`src/rtl/atm_pkg.sv`:
```
// atm_pkg
// Shared definitions for the ATM session controller:
//   - state_e      : controller state encoding (visible on the 'state' port)
//   - STAT_*       : result codes reported on 'status' alongside 'done'
//   - MODE_*       : operation select codes sampled in MENU
package atm_pkg;

  typedef enum logic [2:0] {
    ST_IDLE     = 3'd0,
    ST_MENU     = 3'd1,
    ST_WITHDRAW = 3'd2,
    ST_DEPOSIT  = 3'd3,
    ST_TRANSFER = 3'd4
  } state_e;

  localparam logic [2:0] STAT_OK       = 3'd0;
  localparam logic [2:0] STAT_BAD_PIN  = 3'd1;
  localparam logic [2:0] STAT_LOCKED   = 3'd2;
  localparam logic [2:0] STAT_INSUFF   = 3'd3;
  localparam logic [2:0] STAT_BAD_TGT  = 3'd4;
  localparam logic [2:0] STAT_OVERFLOW = 3'd5;
  localparam logic [2:0] STAT_ZERO_AMT = 3'd6;
  localparam logic [2:0] STAT_TIMEOUT  = 3'd7;

  localparam logic [1:0] MODE_BALANCE  = 2'b00;
  localparam logic [1:0] MODE_WITHDRAW = 2'b01;
  localparam logic [1:0] MODE_DEPOSIT  = 2'b10;
  localparam logic [1:0] MODE_TRANSFER = 2'b11;

endpackage

```
`src/rtl/atm_acct_table.sv`:
```
// atm_acct_table
// Account record storage for the ATM controller.
// Ports:
//   clk, rst_n           : clock, synchronous active-low reset
//   cfg_*                : record programming (write sets valid, clears tries/lock)
//   lk_acc, lk_pin       : lookup key; lk_hit/lk_idx give the lowest matching valid
//                          record, lk_pin_ok/lk_locked/lk_bal describe that record
//   rd_idx, rd_bal       : balance read of the session record
//   try_fail, try_clr    : bump or clear the PIN retry counter of the looked-up record
//   wa_*, wb_*           : two balance write ports (source and target of a transfer)
//   locked               : per-record lockout flags
module atm_acct_table
  import atm_pkg::*;
#(
  parameter int NUM_ACC   = 4,
  parameter int ACC_W     = 4,
  parameter int PIN_W     = 8,
  parameter int BAL_W     = 8,
  parameter int MAX_TRIES = 3,
  parameter int IDX_W     = $clog2(NUM_ACC)
) (
  input  logic               clk,
  input  logic               rst_n,
  input  logic               cfg_we,
  input  logic [IDX_W-1:0]   cfg_idx,
  input  logic [ACC_W-1:0]   cfg_acc,
  input  logic [PIN_W-1:0]   cfg_pin,
  input  logic [BAL_W-1:0]   cfg_bal,
  input  logic [ACC_W-1:0]   lk_acc,
  input  logic [PIN_W-1:0]   lk_pin,
  output logic               lk_hit,
  output logic [IDX_W-1:0]   lk_idx,
  output logic               lk_pin_ok,
  output logic               lk_locked,
  output logic [BAL_W-1:0]   lk_bal,
  input  logic [IDX_W-1:0]   rd_idx,
  output logic [BAL_W-1:0]   rd_bal,
  input  logic               try_fail,
  input  logic               try_clr,
  input  logic               wa_en,
  input  logic [IDX_W-1:0]   wa_idx,
  input  logic [BAL_W-1:0]   wa_bal,
  input  logic               wb_en,
  input  logic [IDX_W-1:0]   wb_idx,
  input  logic [BAL_W-1:0]   wb_bal,
  output logic [NUM_ACC-1:0] locked
);

  localparam int TRY_W = $clog2(MAX_TRIES + 1);

  logic [NUM_ACC-1:0] valid_q, valid_d;
  logic [NUM_ACC-1:0] lock_q, lock_d;
  logic [ACC_W-1:0]   acc_q [NUM_ACC];
  logic [ACC_W-1:0]   acc_d [NUM_ACC];
  logic [PIN_W-1:0]   pin_q [NUM_ACC];
  logic [PIN_W-1:0]   pin_d [NUM_ACC];
  logic [BAL_W-1:0]   bal_q [NUM_ACC];
  logic [BAL_W-1:0]   bal_d [NUM_ACC];
  logic [TRY_W-1:0]   tries_q [NUM_ACC];
  logic [TRY_W-1:0]   tries_d [NUM_ACC];
  logic [TRY_W-1:0]   next_try;

  // Priority lookup: scanning from the top index down lets the lowest
  // matching index overwrite the result, so duplicate IDs resolve to it.
  always_comb begin
    lk_hit = 1'b0;
    lk_idx = '0;
    for (int i = NUM_ACC - 1; i >= 0; i--) begin
      if (valid_q[i] && (acc_q[i] == lk_acc)) begin
        lk_hit = 1'b1;
        lk_idx = IDX_W'(i);
      end
    end
  end

  assign lk_pin_ok = (pin_q[lk_idx] == lk_pin);
  assign lk_locked = lock_q[lk_idx];
  assign lk_bal    = bal_q[lk_idx];
  assign rd_bal    = bal_q[rd_idx];
  assign locked    = lock_q;

  // Next-state of the table. Programming is exclusive with session traffic
  // (the controller only allows it in IDLE), but it is given priority anyway.
  always_comb begin
    valid_d  = valid_q;
    lock_d   = lock_q;
    acc_d    = acc_q;
    pin_d    = pin_q;
    bal_d    = bal_q;
    tries_d  = tries_q;
    next_try = tries_q[lk_idx] + TRY_W'(1);
    if (cfg_we) begin
      valid_d[cfg_idx] = 1'b1;
      lock_d[cfg_idx]  = 1'b0;
      acc_d[cfg_idx]   = cfg_acc;
      pin_d[cfg_idx]   = cfg_pin;
      bal_d[cfg_idx]   = cfg_bal;
      tries_d[cfg_idx] = '0;
    end else begin
      // Locked records never reach try_fail, so the counter cannot pass MAX_TRIES.
      if (try_fail) begin
        tries_d[lk_idx] = next_try;
        if (next_try >= TRY_W'(MAX_TRIES)) begin
          lock_d[lk_idx] = 1'b1;
        end
      end
      if (try_clr) begin
        tries_d[lk_idx] = '0;
      end
      if (wa_en) begin
        bal_d[wa_idx] = wa_bal;
      end
      if (wb_en) begin
        bal_d[wb_idx] = wb_bal;
      end
    end
  end

  // Record registers; reset wins over any pending update in the same cycle.
  always_ff @(posedge clk) begin
    if (!rst_n) begin
      valid_q <= '0;
      lock_q  <= '0;
      for (int i = 0; i < NUM_ACC; i++) begin
        acc_q[i]   <= '0;
        pin_q[i]   <= '0;
        bal_q[i]   <= '0;
        tries_q[i] <= '0;
      end
    end else begin
      valid_q <= valid_d;
      lock_q  <= lock_d;
      acc_q   <= acc_d;
      pin_q   <= pin_d;
      bal_q   <= bal_d;
      tries_q <= tries_d;
    end
  end

endmodule

```
`src/rtl/atm_session_ctrl.sv`:
```
// atm_session_ctrl
// Session controller for the ATM: login with PIN-retry lockout, then balance,
// withdraw, deposit and transfer operations, with an inactivity timeout.
// Ports:
//   clk, rst_n     : clock, synchronous active-low reset
//   mode           : operation select, sampled on load in MENU
//   keypad         : {acc, pin} for login, {tgt_acc, amount} for operations
//   load           : one-cycle strobe qualifying keypad/mode
//   logout         : end the session (beats load)
//   cfg_*          : account table programming, honoured only in IDLE
//   state, auth    : current state and session-active flag
//   bal            : last reported balance of the session account
//   status, done   : result code and its one-cycle valid pulse
//   locked         : per-record lockout flags
module atm_session_ctrl
  import atm_pkg::*;
#(
  parameter int NUM_ACC     = 4,
  parameter int ACC_W       = 4,
  parameter int PIN_W       = 8,
  parameter int BAL_W       = 8,
  parameter int MAX_TRIES   = 3,
  parameter int TIMEOUT_CYC = 1000,
  parameter int IDX_W       = $clog2(NUM_ACC)
) (
  input  logic                   clk,
  input  logic                   rst_n,
  input  logic [1:0]             mode,
  input  logic [ACC_W+PIN_W-1:0] keypad,
  input  logic                   load,
  input  logic                   logout,
  input  logic                   cfg_we,
  input  logic [IDX_W-1:0]       cfg_idx,
  input  logic [ACC_W-1:0]       cfg_acc,
  input  logic [PIN_W-1:0]       cfg_pin,
  input  logic [BAL_W-1:0]       cfg_bal,
  output logic [2:0]             state,
  output logic                   auth,
  output logic [BAL_W-1:0]       bal,
  output logic [2:0]             status,
  output logic                   done,
  output logic [NUM_ACC-1:0]     locked
);

  localparam int KP_W  = ACC_W + PIN_W;
  localparam int TMR_W = $clog2(TIMEOUT_CYC);
  localparam logic [TMR_W-1:0] TMR_LAST = TMR_W'(TIMEOUT_CYC - 1);

  state_e           state_q, state_d;
  logic [IDX_W-1:0] sess_idx_q, sess_idx_d;
  logic [BAL_W-1:0] bal_q, bal_d;
  logic [2:0]       status_q, status_d;
  logic             done_q, done_d;
  logic [TMR_W-1:0] timer_q, timer_d;

  logic [ACC_W-1:0] kp_acc;
  logic [PIN_W-1:0] kp_pin;
  logic [BAL_W-1:0] kp_amt;

  logic             lk_hit, lk_pin_ok, lk_locked;
  logic [IDX_W-1:0] lk_idx;
  logic [BAL_W-1:0] lk_bal, rd_bal;
  logic             tbl_cfg_we, try_fail, try_clr, wa_en, wb_en;
  logic [BAL_W-1:0] wa_bal, wb_bal;

  logic [BAL_W-1:0] wd_bal;
  logic [BAL_W:0]   dep_sum, tgt_sum;
  logic             amt_zero, amt_insuff;

  assign kp_acc = keypad[KP_W-1:PIN_W];
  assign kp_pin = keypad[PIN_W-1:0];
  assign kp_amt = keypad[BAL_W-1:0];

  // The same lookup serves both login (acc field) and transfer target (tgt field).
  atm_acct_table #(
    .NUM_ACC   (NUM_ACC),
    .ACC_W     (ACC_W),
    .PIN_W     (PIN_W),
    .BAL_W     (BAL_W),
    .MAX_TRIES (MAX_TRIES),
    .IDX_W     (IDX_W)
  ) u_table (
    .clk       (clk),
    .rst_n     (rst_n),
    .cfg_we    (tbl_cfg_we),
    .cfg_idx   (cfg_idx),
    .cfg_acc   (cfg_acc),
    .cfg_pin   (cfg_pin),
    .cfg_bal   (cfg_bal),
    .lk_acc    (kp_acc),
    .lk_pin    (kp_pin),
    .lk_hit    (lk_hit),
    .lk_idx    (lk_idx),
    .lk_pin_ok (lk_pin_ok),
    .lk_locked (lk_locked),
    .lk_bal    (lk_bal),
    .rd_idx    (sess_idx_q),
    .rd_bal    (rd_bal),
    .try_fail  (try_fail),
    .try_clr   (try_clr),
    .wa_en     (wa_en),
    .wa_idx    (sess_idx_q),
    .wa_bal    (wa_bal),
    .wb_en     (wb_en),
    .wb_idx    (lk_idx),
    .wb_bal    (wb_bal),
    .locked    (locked)
  );

  // Sums are one bit wider so the carry out flags a balance overflow.
  assign wd_bal     = rd_bal - kp_amt;
  assign dep_sum    = {1'b0, rd_bal} + {1'b0, kp_amt};
  assign tgt_sum    = {1'b0, lk_bal} + {1'b0, kp_amt};
  assign amt_zero   = (kp_amt == '0);
  assign amt_insuff = (kp_amt > rd_bal);

  // Next-state and result logic. Priority in a session: logout, then load,
  // then timeout (a load restarts the idle timer, so it cannot time out).
  always_comb begin
    state_d    = state_q;
    sess_idx_d = sess_idx_q;
    bal_d      = bal_q;
    status_d   = status_q;
    done_d     = 1'b0;
    tbl_cfg_we = 1'b0;
    try_fail   = 1'b0;
    try_clr    = 1'b0;
    wa_en      = 1'b0;
    wa_bal     = wd_bal;
    wb_en      = 1'b0;
    wb_bal     = tgt_sum[BAL_W-1:0];
    case (state_q)
      ST_IDLE: begin
        if (cfg_we) begin
          tbl_cfg_we = 1'b1;
        end else if (load) begin
          done_d = 1'b1;
          if (!lk_hit) begin
            status_d = STAT_BAD_PIN;
          end else if (lk_locked) begin
            status_d = STAT_LOCKED;
          end else if (!lk_pin_ok) begin
            try_fail = 1'b1;
            status_d = STAT_BAD_PIN;
          end else begin
            try_clr    = 1'b1;
            sess_idx_d = lk_idx;
            state_d    = ST_MENU;
            status_d   = STAT_OK;
          end
        end
      end
      default: begin
        if (logout) begin
          state_d = ST_IDLE;
        end else if (load) begin
          state_d = ST_MENU;
          case (state_q)
            ST_MENU: begin
              case (mode)
                MODE_BALANCE: begin
                  bal_d    = rd_bal;
                  status_d = STAT_OK;
                  done_d   = 1'b1;
                end
                MODE_WITHDRAW: state_d = ST_WITHDRAW;
                MODE_DEPOSIT:  state_d = ST_DEPOSIT;
                default:       state_d = ST_TRANSFER;
              endcase
            end
            ST_WITHDRAW: begin
              done_d = 1'b1;
              if (amt_zero) begin
                status_d = STAT_ZERO_AMT;
              end else if (amt_insuff) begin
                status_d = STAT_INSUFF;
              end else begin
                wa_en    = 1'b1;
                bal_d    = wd_bal;
                status_d = STAT_OK;
              end
            end
            ST_DEPOSIT: begin
              done_d = 1'b1;
              if (amt_zero) begin
                status_d = STAT_ZERO_AMT;
              end else if (dep_sum[BAL_W]) begin
                status_d = STAT_OVERFLOW;
              end else begin
                wa_en    = 1'b1;
                wa_bal   = dep_sum[BAL_W-1:0];
                bal_d    = dep_sum[BAL_W-1:0];
                status_d = STAT_OK;
              end
            end
            ST_TRANSFER: begin
              done_d = 1'b1;
              if (!lk_hit || (lk_idx == sess_idx_q)) begin
                status_d = STAT_BAD_TGT;
              end else if (amt_zero) begin
                status_d = STAT_ZERO_AMT;
              end else if (amt_insuff) begin
                status_d = STAT_INSUFF;
              end else if (tgt_sum[BAL_W]) begin
                status_d = STAT_OVERFLOW;
              end else begin
                wa_en    = 1'b1;
                wb_en    = 1'b1;
                bal_d    = wd_bal;
                status_d = STAT_OK;
              end
            end
            default: ;
          endcase
        end else if (timer_q == TMR_LAST) begin
          state_d  = ST_IDLE;
          done_d   = 1'b1;
          status_d = STAT_TIMEOUT;
        end
      end
    endcase
    // Idle timer only runs inside a session; any load or session entry restarts it.
    if ((state_q == ST_IDLE) || (state_d == ST_IDLE) || load) begin
      timer_d = '0;
    end else begin
      timer_d = timer_q + TMR_W'(1);
    end
  end

  // Controller registers.
  always_ff @(posedge clk) begin
    if (!rst_n) begin
      state_q    <= ST_IDLE;
      sess_idx_q <= '0;
      bal_q      <= '0;
      status_q   <= STAT_OK;
      done_q     <= 1'b0;
      timer_q    <= '0;
    end else begin
      state_q    <= state_d;
      sess_idx_q <= sess_idx_d;
      bal_q      <= bal_d;
      status_q   <= status_d;
      done_q     <= done_d;
      timer_q    <= timer_d;
    end
  end

  assign state  = state_q;
  assign auth   = (state_q != ST_IDLE);
  assign bal    = bal_q;
  assign status = status_q;
  assign done   = done_q;

endmodule

```
`config.mk`:
```
export PLATFORM = sky130hd
export DESIGN_NAME = atm_session_ctrl
export DESIGN_NICKNAME = d
export VERILOG_FILES = /design/src/rtl/atm_pkg.sv /design/src/rtl/atm_acct_table.sv /design/src/rtl/atm_session_ctrl.sv
export SDC_FILE = /design/constraint.sdc
export NUM_CORES = 1
export LEC_CHECK = 0
export CORE_ASPECT_RATIO = 1.75
export CORE_MARGIN = 3
export CORE_UTILIZATION = 59
export DETAILED_ROUTE_END_ITERATION = 8
export PLACE_DENSITY_LB_ADDON = 0.15
export SYNTH_ARGS = -nofsm -noshare
export SYNTH_HDL_FRONTEND = slang
export SYNTH_SLANG_ARGS = --single-unit
```
`constraint.sdc`:
```
create_clock -name clk -period 5.26 [get_ports clk]
set_clock_uncertainty 0.1 [all_clocks]
set_input_delay 1.052 -clock clk [delete_from_list [all_inputs] [get_ports clk]]
set_output_delay 1.052 -clock clk [all_outputs]
set_load 0.02 [all_outputs]
```
==> results.py, run 1 <==
metrics = {
    "global_route": {
        "grt_max_degree": 69,
        "grt_pass1_wl_um": 45500,
        "grt_usage": 0.383,
        "grt-ovfl-total": 0,
        "antenna_found_initial": 0,
        "grt_pass1_vias": 8612,
    },
    "logic_synthesis": {
        "synth_area_um2": 8370,
        "synth_largest_area_cell": "dfxtp_1",
        "synthDistinctLibCells": 87,
        "synth_top_cell_area_share": 0.294,
        "synthCells": 1089,
        "synth_area_per_cell_um2": 7.68,
        "synth-edff-count": 0,
        "synth_area_leaders": "dfxtp_1 29%, nand2_1 8.8%, a21oi_1 5.6%",
        "synthArstFlopShare": 0,
        "yosysMostFrequentCell": "nand2_1",
        "synth_seq_cells": 123,
        "seq_area_frac_synth": 0.294,
        "synth.net_count": 1162,
        "synth_ff_type": "dfxtp_1",
        "ys_warn_count": 0,
        "synth_common_cells": "197 x nand2_1, 123 x dfxtp_1, 93 x a21oi_1",
    },
    "critical_path": {
        "worstRegToRegCells": 12,
        "arrival_ns": 5.22,
        "end_kind": "register",
        "critPathLaunchType": "primary input",
        "ff2ff_setup_slack_ns": 0.85,
        "startpoint": "keypad[11]",
        "crit_path_end": "u_table.bal_q[11]",
        "crit_type": "primary input to register",
        "r2r_start": "sess_idx_q[0]",
        "cp.required_ns": 5.49,
        "crit_path_max_fanout": 8,
        "r2r-end": "u_table.bal_q[12]",
    },
    "place": {
        "dp_hpwl_um": 21200,
        "gp_congestion": 1.04,
        "place_ws_ns": -0.264,
        "numPortBuffers": 60,
    },
    "cts": {
        "numCtsBuffers": 17,
        "root_buffer": "clkbuf_16",
        "ctsHoldBuffers": 0,
        "clk_pin_slew_ns": 0.06,
        "clk-insertion-delay-late_ns": 0.43,
        "tritoncts": "done",
        "cts_max_level": 4,
        "cts_sinks": 123,
        "clockBufferDepth": 2,
    },
    "sta": {
        "finalCritPeriodShare": 0.947,
        "setup_tns_ns": 0,
        "max_freq_mhz": 201,
        "worst_pin_slew_ns": 1.11,
        "fin_crit_ns": 4.98,
        "drv_slew": 0,
        "worst_slack_ns": 0.278,
        "hold_viol_final": 0,
        "setup_viol": 0,
        "slew_headroom": 0.260,
    },
    "routing": {
        "highest_layer": "met4",
        "drc": 0,
        "route.met2.wl_um": 13800,
        "dr.pass1.iters": 6,
        "ant_nets": 0,
        "route.met3.wl_um": 2390,
        "wl_met1_um": 10000,
        "wire_per_inst_um": 21.3,
        "drt_iter0_drc": 768,
        "postRouteWirelength_um": 29100,
        "viasPerCell": 6.45,
        "vias": 8835,
    },
    "min_path": {
        "worstHoldStart": "u_table.pin_q[7]",
        "hp-class": "register to register",
    },
    "layout": {
        "diodes": 0,
        "final_nets": 1253,
        "syn_to_final_growth_pct": 21.0,
        "fin_util": 0.728,
        "drive_gt1_frac": 0.138,
    },
    "power": {
        "netSwitchingPower_mw": 0.824,
        "ir_drop_uv": 240,
        "p_clk_frac": 0.449,
        "p_int_mw": 1.83,
        "combPwrFrac": 0.177,
        "leakagePower_nw": 3.79,
        "p_seq_frac": 0.374,
        "p_per_area_nw_per_um2": 262,
        "switching_share": 0.311,
    },
    "floorplanning": {
        "die-area_um2": 15700,
        "row_count": 57,
        "core_area_um2": 13900,
        "dieWidth_um": 96.0,
        "start_util": 0.602,
        "io_pins": 61,
        "fp.dieH_um": 164,
    },
    "status": {
        "status": "completed",
    },
    "job": {
        "maxCapViolCount": 0,
    },
}
## power by group through the flow
stage                     clock network [mW]  registers [mW]  logic, mW
after CTS                               1.20           0.990      0.453
after global routing                    1.23           0.995      0.506
after detailed placement                   0            1.01      0.450
after global placement                     0            1.01      0.445
after floorplan                            0           0.999      0.267
final                                   1.19           0.993      0.469
## worst max-delay path, stage by stage
cell and delay [ns]:
clkdlybuf4s50_1 0.56, inv_1 0.09, a222oi_1 0.32, nand3_1 0.19, buf_4 0.18, a31oi_2 0.25
nor2_1 0.06, a211oi_1 0.21, ha_1 0.23, inv_1 0.07, fa_1 0.40, nor2b_1 0.14
o21ai_1 0.09, a21oi_1 0.24, o21ai_2 0.13, and2_1 0.19, o2111ai_1 0.14, a21oi_4 0.10
buf_12 0.16, mux2i_1 0.12, a221oi_1 0.28
## worst min path at each step
stage	to	slack, ns	cells after the start
3_5_place_dp	u_table.pin_q[7]	0.35	2
4_1_cts	u_table.pin_q[7]	0.36	2
2_1_floorplan	u_table.valid_q[0]	0.33	2
3_3_place_gp	u_table.pin_q[6]	0.34	2
6_report	u_table.pin_q[7]	0.35	2
5_1_grt	u_table.pin_q[1]	0.38	2
## routing by layer
layer  vias up  global-route usage
li1       4085                   -
met1      4089               0.407
met2       476               0.617
met3       185               0.103
met4         0               0.313
met5         -                   0
## flip-flops by register name (all words and copies together) (netlist names)
name and cells:
u_table.bal_q 32, done 1, state 3, u_table.pin_q 32, status 3, u_table.locked 4, u_table.acc_q 16, u_table.tries_q 8
timer_q 10, bal 8, sess_idx_q 2, u_table.valid_q 4
## cells in the final DEF (no fill, tap or decap), types with 7 or more instances in the layout
cell type / n
nor2b_1: 10
nand2b_1: 14
inv_1: 45
xnor2_1: 31
nor2_1: 86
buf_4: 79
mux2i_1: 43
a21oi_1: 93
dfxtp_1: 123
xor2_1: 13
inv_6: 7
a221oi_1: 11
a31oi_1: 7
o21ai_0: 46
o21a_1: 16
clkdlybuf4s50_1: 60
o22ai_1: 25
a22oi_1: 9
mux4_2: 8
nand3_1: 24
clkbuf_16: 17
ha_1: 29
nand2_1: 197
a211oi_1: 10
nand4_1: 18
nor3_1: 24
## stage by stage
| stage | hold slack (ns) | power, mW | cells | area [um^2] |
|---|---|---|---|---|
| final | 0.353 | 2.65 | 1370 | 10100 |
| after global routing | 0.379 | 2.73 | 1370 | 10100 |
| after CTS | 0.355 | 2.64 | 1370 | 10100 |
| after detailed placement | 0.347 | 1.46 | 1338 | 9530 |
| after global placement | 0.342 | 1.45 | 1338 | 9530 |
| after floorplan | 0.332 | 1.27 | 1089 | 8370 |
## repair_timing
item                                    CTS  global route
resized for setup                         0             6
endpoints found under the setup margin    0            39
buffers inserted                          0             0
## cell type report
cell class / count / area, um^2
timing repair buffer: 141 / 1230
multi-input combinational: 850 / 5440
clock buffer: 18 / 439
inverter: 47 / 176
clock inverter: 14 / 150
tap: 177 / 221
fill: 1157 / 3780
sequential: 123 / 2460
## cells by family after synthesis
family	after synthesis	synth area share
AO/OA/AOI/OAI	295	0.239
AND/OR/NAND/NOR	421	0.230
buffers and inverters	116	0.0570
XOR/XNOR	45	0.0480
multiplexers	57	0.0811
flip-flops	123	0.294
adder cells (fa/ha/maj)	32	0.0506
No activity file was read; power rests on OpenSTA's default activity.
==> run 2: changes to the inputs <==
--- a/config.mk
+++ b/config.mk
@@ -9,7 +9,7 @@
 export CORE_MARGIN = 3
 export CORE_UTILIZATION = 59
 export DETAILED_ROUTE_END_ITERATION = 8
-export PLACE_DENSITY_LB_ADDON = 0.15
+export PLACE_DENSITY = 0.8
 export SYNTH_ARGS = -nofsm -noshare
 export SYNTH_HDL_FRONTEND = slang
 export SYNTH_SLANG_ARGS = --single-unit
==> run 2 against run 1 <==
  * Total power shrank 0.31%
  * Largest cell class unchanged
  * Via count shrank 0.35%
  * Critical path type unchanged
  * Clock power is essentially flat
  * Highest routed layer unchanged
==> results.py, run 2 (synthesized netlist as in run 1, its figures left out) <==
metrics = {
    "sta": {
        "finalCritPeriodShare": 0.938,
        "max_freq_mhz": 203,
        "drv_slew": 0,
        "timing.hold.ws_ns": 0.357,
        "slew_headroom": 0.306,
        "hold_viol_final": 0,
        "setup_viol": 0,
        "fin_crit_ns": 4.93,
        "worst_pin_slew_ns": 1.04,
    },
    "routing": {
        "drc": 0,
        "vias": 8804,
        "postRouteWirelength_um": 28700,
        "ant_nets": 0,
        "viasPerCell": 6.39,
        "wire_per_inst_um": 20.8,
        "dr.pass1.iters": 6,
        "drt_iter0_drc": 908,
    },
    "layout": {
        "final_nets": 1260,
        "layout_common_cells": "196 x nand2_1, 123 x dfxtp_1, 92 x a21oi_1",
        "top_regs": "u_table.bal_q (32), u_table.pin_q (32), u_table.acc_q (16)",
        "fin_util": 0.733,
        "syn_to_final_growth_pct": 21.9,
        "fin_area_um2": 10200,
        "drive_gt1_frac": 0.146,
        "final_common_cell": "nand2_1",
        "diodes": 0,
    },
    "power": {
        "switching_share": 0.323,
        "p_int_mw": 1.79,
        "leakagePower_nw": 3.84,
        "ir_drop_uv": 245,
        "combPwrFrac": 0.178,
        "p_per_area_nw_per_um2": 259,
        "total_power_mw": 2.64,
        "p_clk_frac": 0.447,
        "netSwitchingPower_mw": 0.855,
        "p_seq_frac": 0.375,
    },
    "floorplanning": {
        "die-area_um2": 15700,
        "core_area_um2": 13900,
        "start_util": 0.602,
        "dieWidth_um": 96.0,
        "row_count": 57,
        "fp.dieH_um": 164,
        "io_pins": 61,
    },
    "global_route": {
        "grt_pass1_vias": 8681,
        "grt_pass1_wl_um": 45500,
        "grt-ovfl-total": 0,
        "grt_usage": 0.381,
        "grt_max_degree": 58,
        "antenna_found_initial": 0,
    },
    "cts": {
        "cts_sinks": 123,
        "root_buffer": "clkbuf_16",
        "numCtsBuffers": 17,
        "post_cts.repair.setup_buffers": 0,
        "clk-insertion-delay-late_ns": 0.44,
        "clockBufferDepth": 2,
        "tritoncts": "done",
        "clk_pin_slew_ns": 0.07,
        "cts_max_level": 4,
    },
    "critical_path": {
        "cp_cell_sequence": "clkdlybuf4s50_1 > buf_4 > xnor2_1 > and2_1 > and2_0 > nor2_2 > nand2_1 > buf_4 > o22ai_1 > nor3_1 > ha_1 > or4_1 > o21ai_2 > o2111ai_2 > a211oi_2 > nand2b_1 > nor2_2 > a221o_1",
        "end_kind": "register",
        "max_stage_delay_ns": 0.53,
        "cp.required_ns": 5.49,
        "arrival_ns": 5.16,
        "r2r_start": "sess_idx_q[0]",
        "critPathLaunchType": "primary input",
        "critPathSlowestCell": "or4_1",
        "startpoint": "keypad[8]",
        "crit_path_max_fanout": 6,
        "ff2ff_setup_slack_ns": 0.81,
        "crit_type": "primary input to register",
    },
    "place": {
        "dp_hpwl_um": 20800,
        "gp_congestion": 0.992,
        "dpl_cell_area_um2": 9580,
        "numPortBuffers": 60,
    },
    "min_path": {
        "hp-class": "register to register",
        "worstHoldStart": "u_table.pin_q[31]",
    },
    "job": {
        "maxCapViolCount": 0,
    },
    "status": {
        "status": "completed",
    },
}
## run 2: cell count changes in the layout (fill, tap and decap cells not counted), sizes merged
cell      before  now
clkbuf        18   17
bufinv         1    0
clkinv         3    5
inv           54   56
clkinvlp       3    1
buf           81   88
## run 2: worst max-delay path: cells and delay by family
family / cells / cell delay [ns]
compound gates: 5 / 1.38
xor+xnor: 1 / 0.11
simple gates: 8 / 1.60
fa+ha+maj: 1 / 0.19
buf+inv: 3 / 0.83
## run 2: through the flow
step / worst slack (ns) / instances / TNS (ns)
after floorplan: 0.349 / 1089 / 0
after global placement: -0.133 / 1345 / -1.56
after detailed placement: -0.259 / 1345 / -6.18
after CTS: 0.136 / 1377 / 0
after global routing: -0.00733 / 1377 / -0.0162
final: 0.328 / 1377 / 0
## run 2: layout make-up
class	instances	area, um^2
clock buffer	17	425
clock inverter	15	168
fill	1127	3710
inverter	47	176
multi-input combinational	850	5450
sequential	123	2460
tap	177	221
timing repair buffer	148	1290
## run 2: routing by layer
| metal | up-vias | track usage | wire (um) |
|---|---|---|---|
| met5 | - | 0 | 0 |
| met4 | 0 | 0.307 | 2830 |
| met3 | 188 | 0.0802 | 2110 |
| met2 | 499 | 0.625 | 13900 |
| met1 | 4024 | 0.411 | 9870 |
| li1 | 4093 | - | - |
## run 2: final timing paths
| path | end | cells past startpoint |
|---|---|---|
| max | u_table.bal_q[5] | 18 |
| min | u_table.pin_q[31] | 2 |
| max reg2reg | bal[2] | 12 |
| min reg2reg | u_table.pin_q[31] | 2 |
## run 2: repair_timing
action                     in CTS  in global routing
hold buffers                    0                  0
resized for setup               0                  9
setup endpoints to repair       0                 41
## run 2: power groups by stage
| stage | Combinational (mW) | Clock [mW] | Sequential (mW) |
|---|---|---|---|
| 3_5_place_dp | 0.450 | 0 | 1.01 |
| 5_1_grt | 0.510 | 1.23 | 0.993 |
| 3_3_place_gp | 0.444 | 0 | 1.01 |
| 4_1_cts | 0.454 | 1.18 | 0.989 |
| 6_report | 0.471 | 1.18 | 0.993 |
| 2_1_floorplan | 0.267 | 0 | 0.999 |
==> run 3: changes to the inputs <==
--- a/config.mk
+++ b/config.mk
@@ -10,6 +10,7 @@
 export CORE_UTILIZATION = 59
 export DETAILED_ROUTE_END_ITERATION = 8
 export PLACE_DENSITY = 0.8
+export SKIP_CTS_REPAIR_TIMING = 1
 export SYNTH_ARGS = -nofsm -noshare
 export SYNTH_HDL_FRONTEND = slang
 export SYNTH_SLANG_ARGS = --single-unit
==> results of run 3 <==
No change in the layout: final DEF, timing and power equal those of run 2.
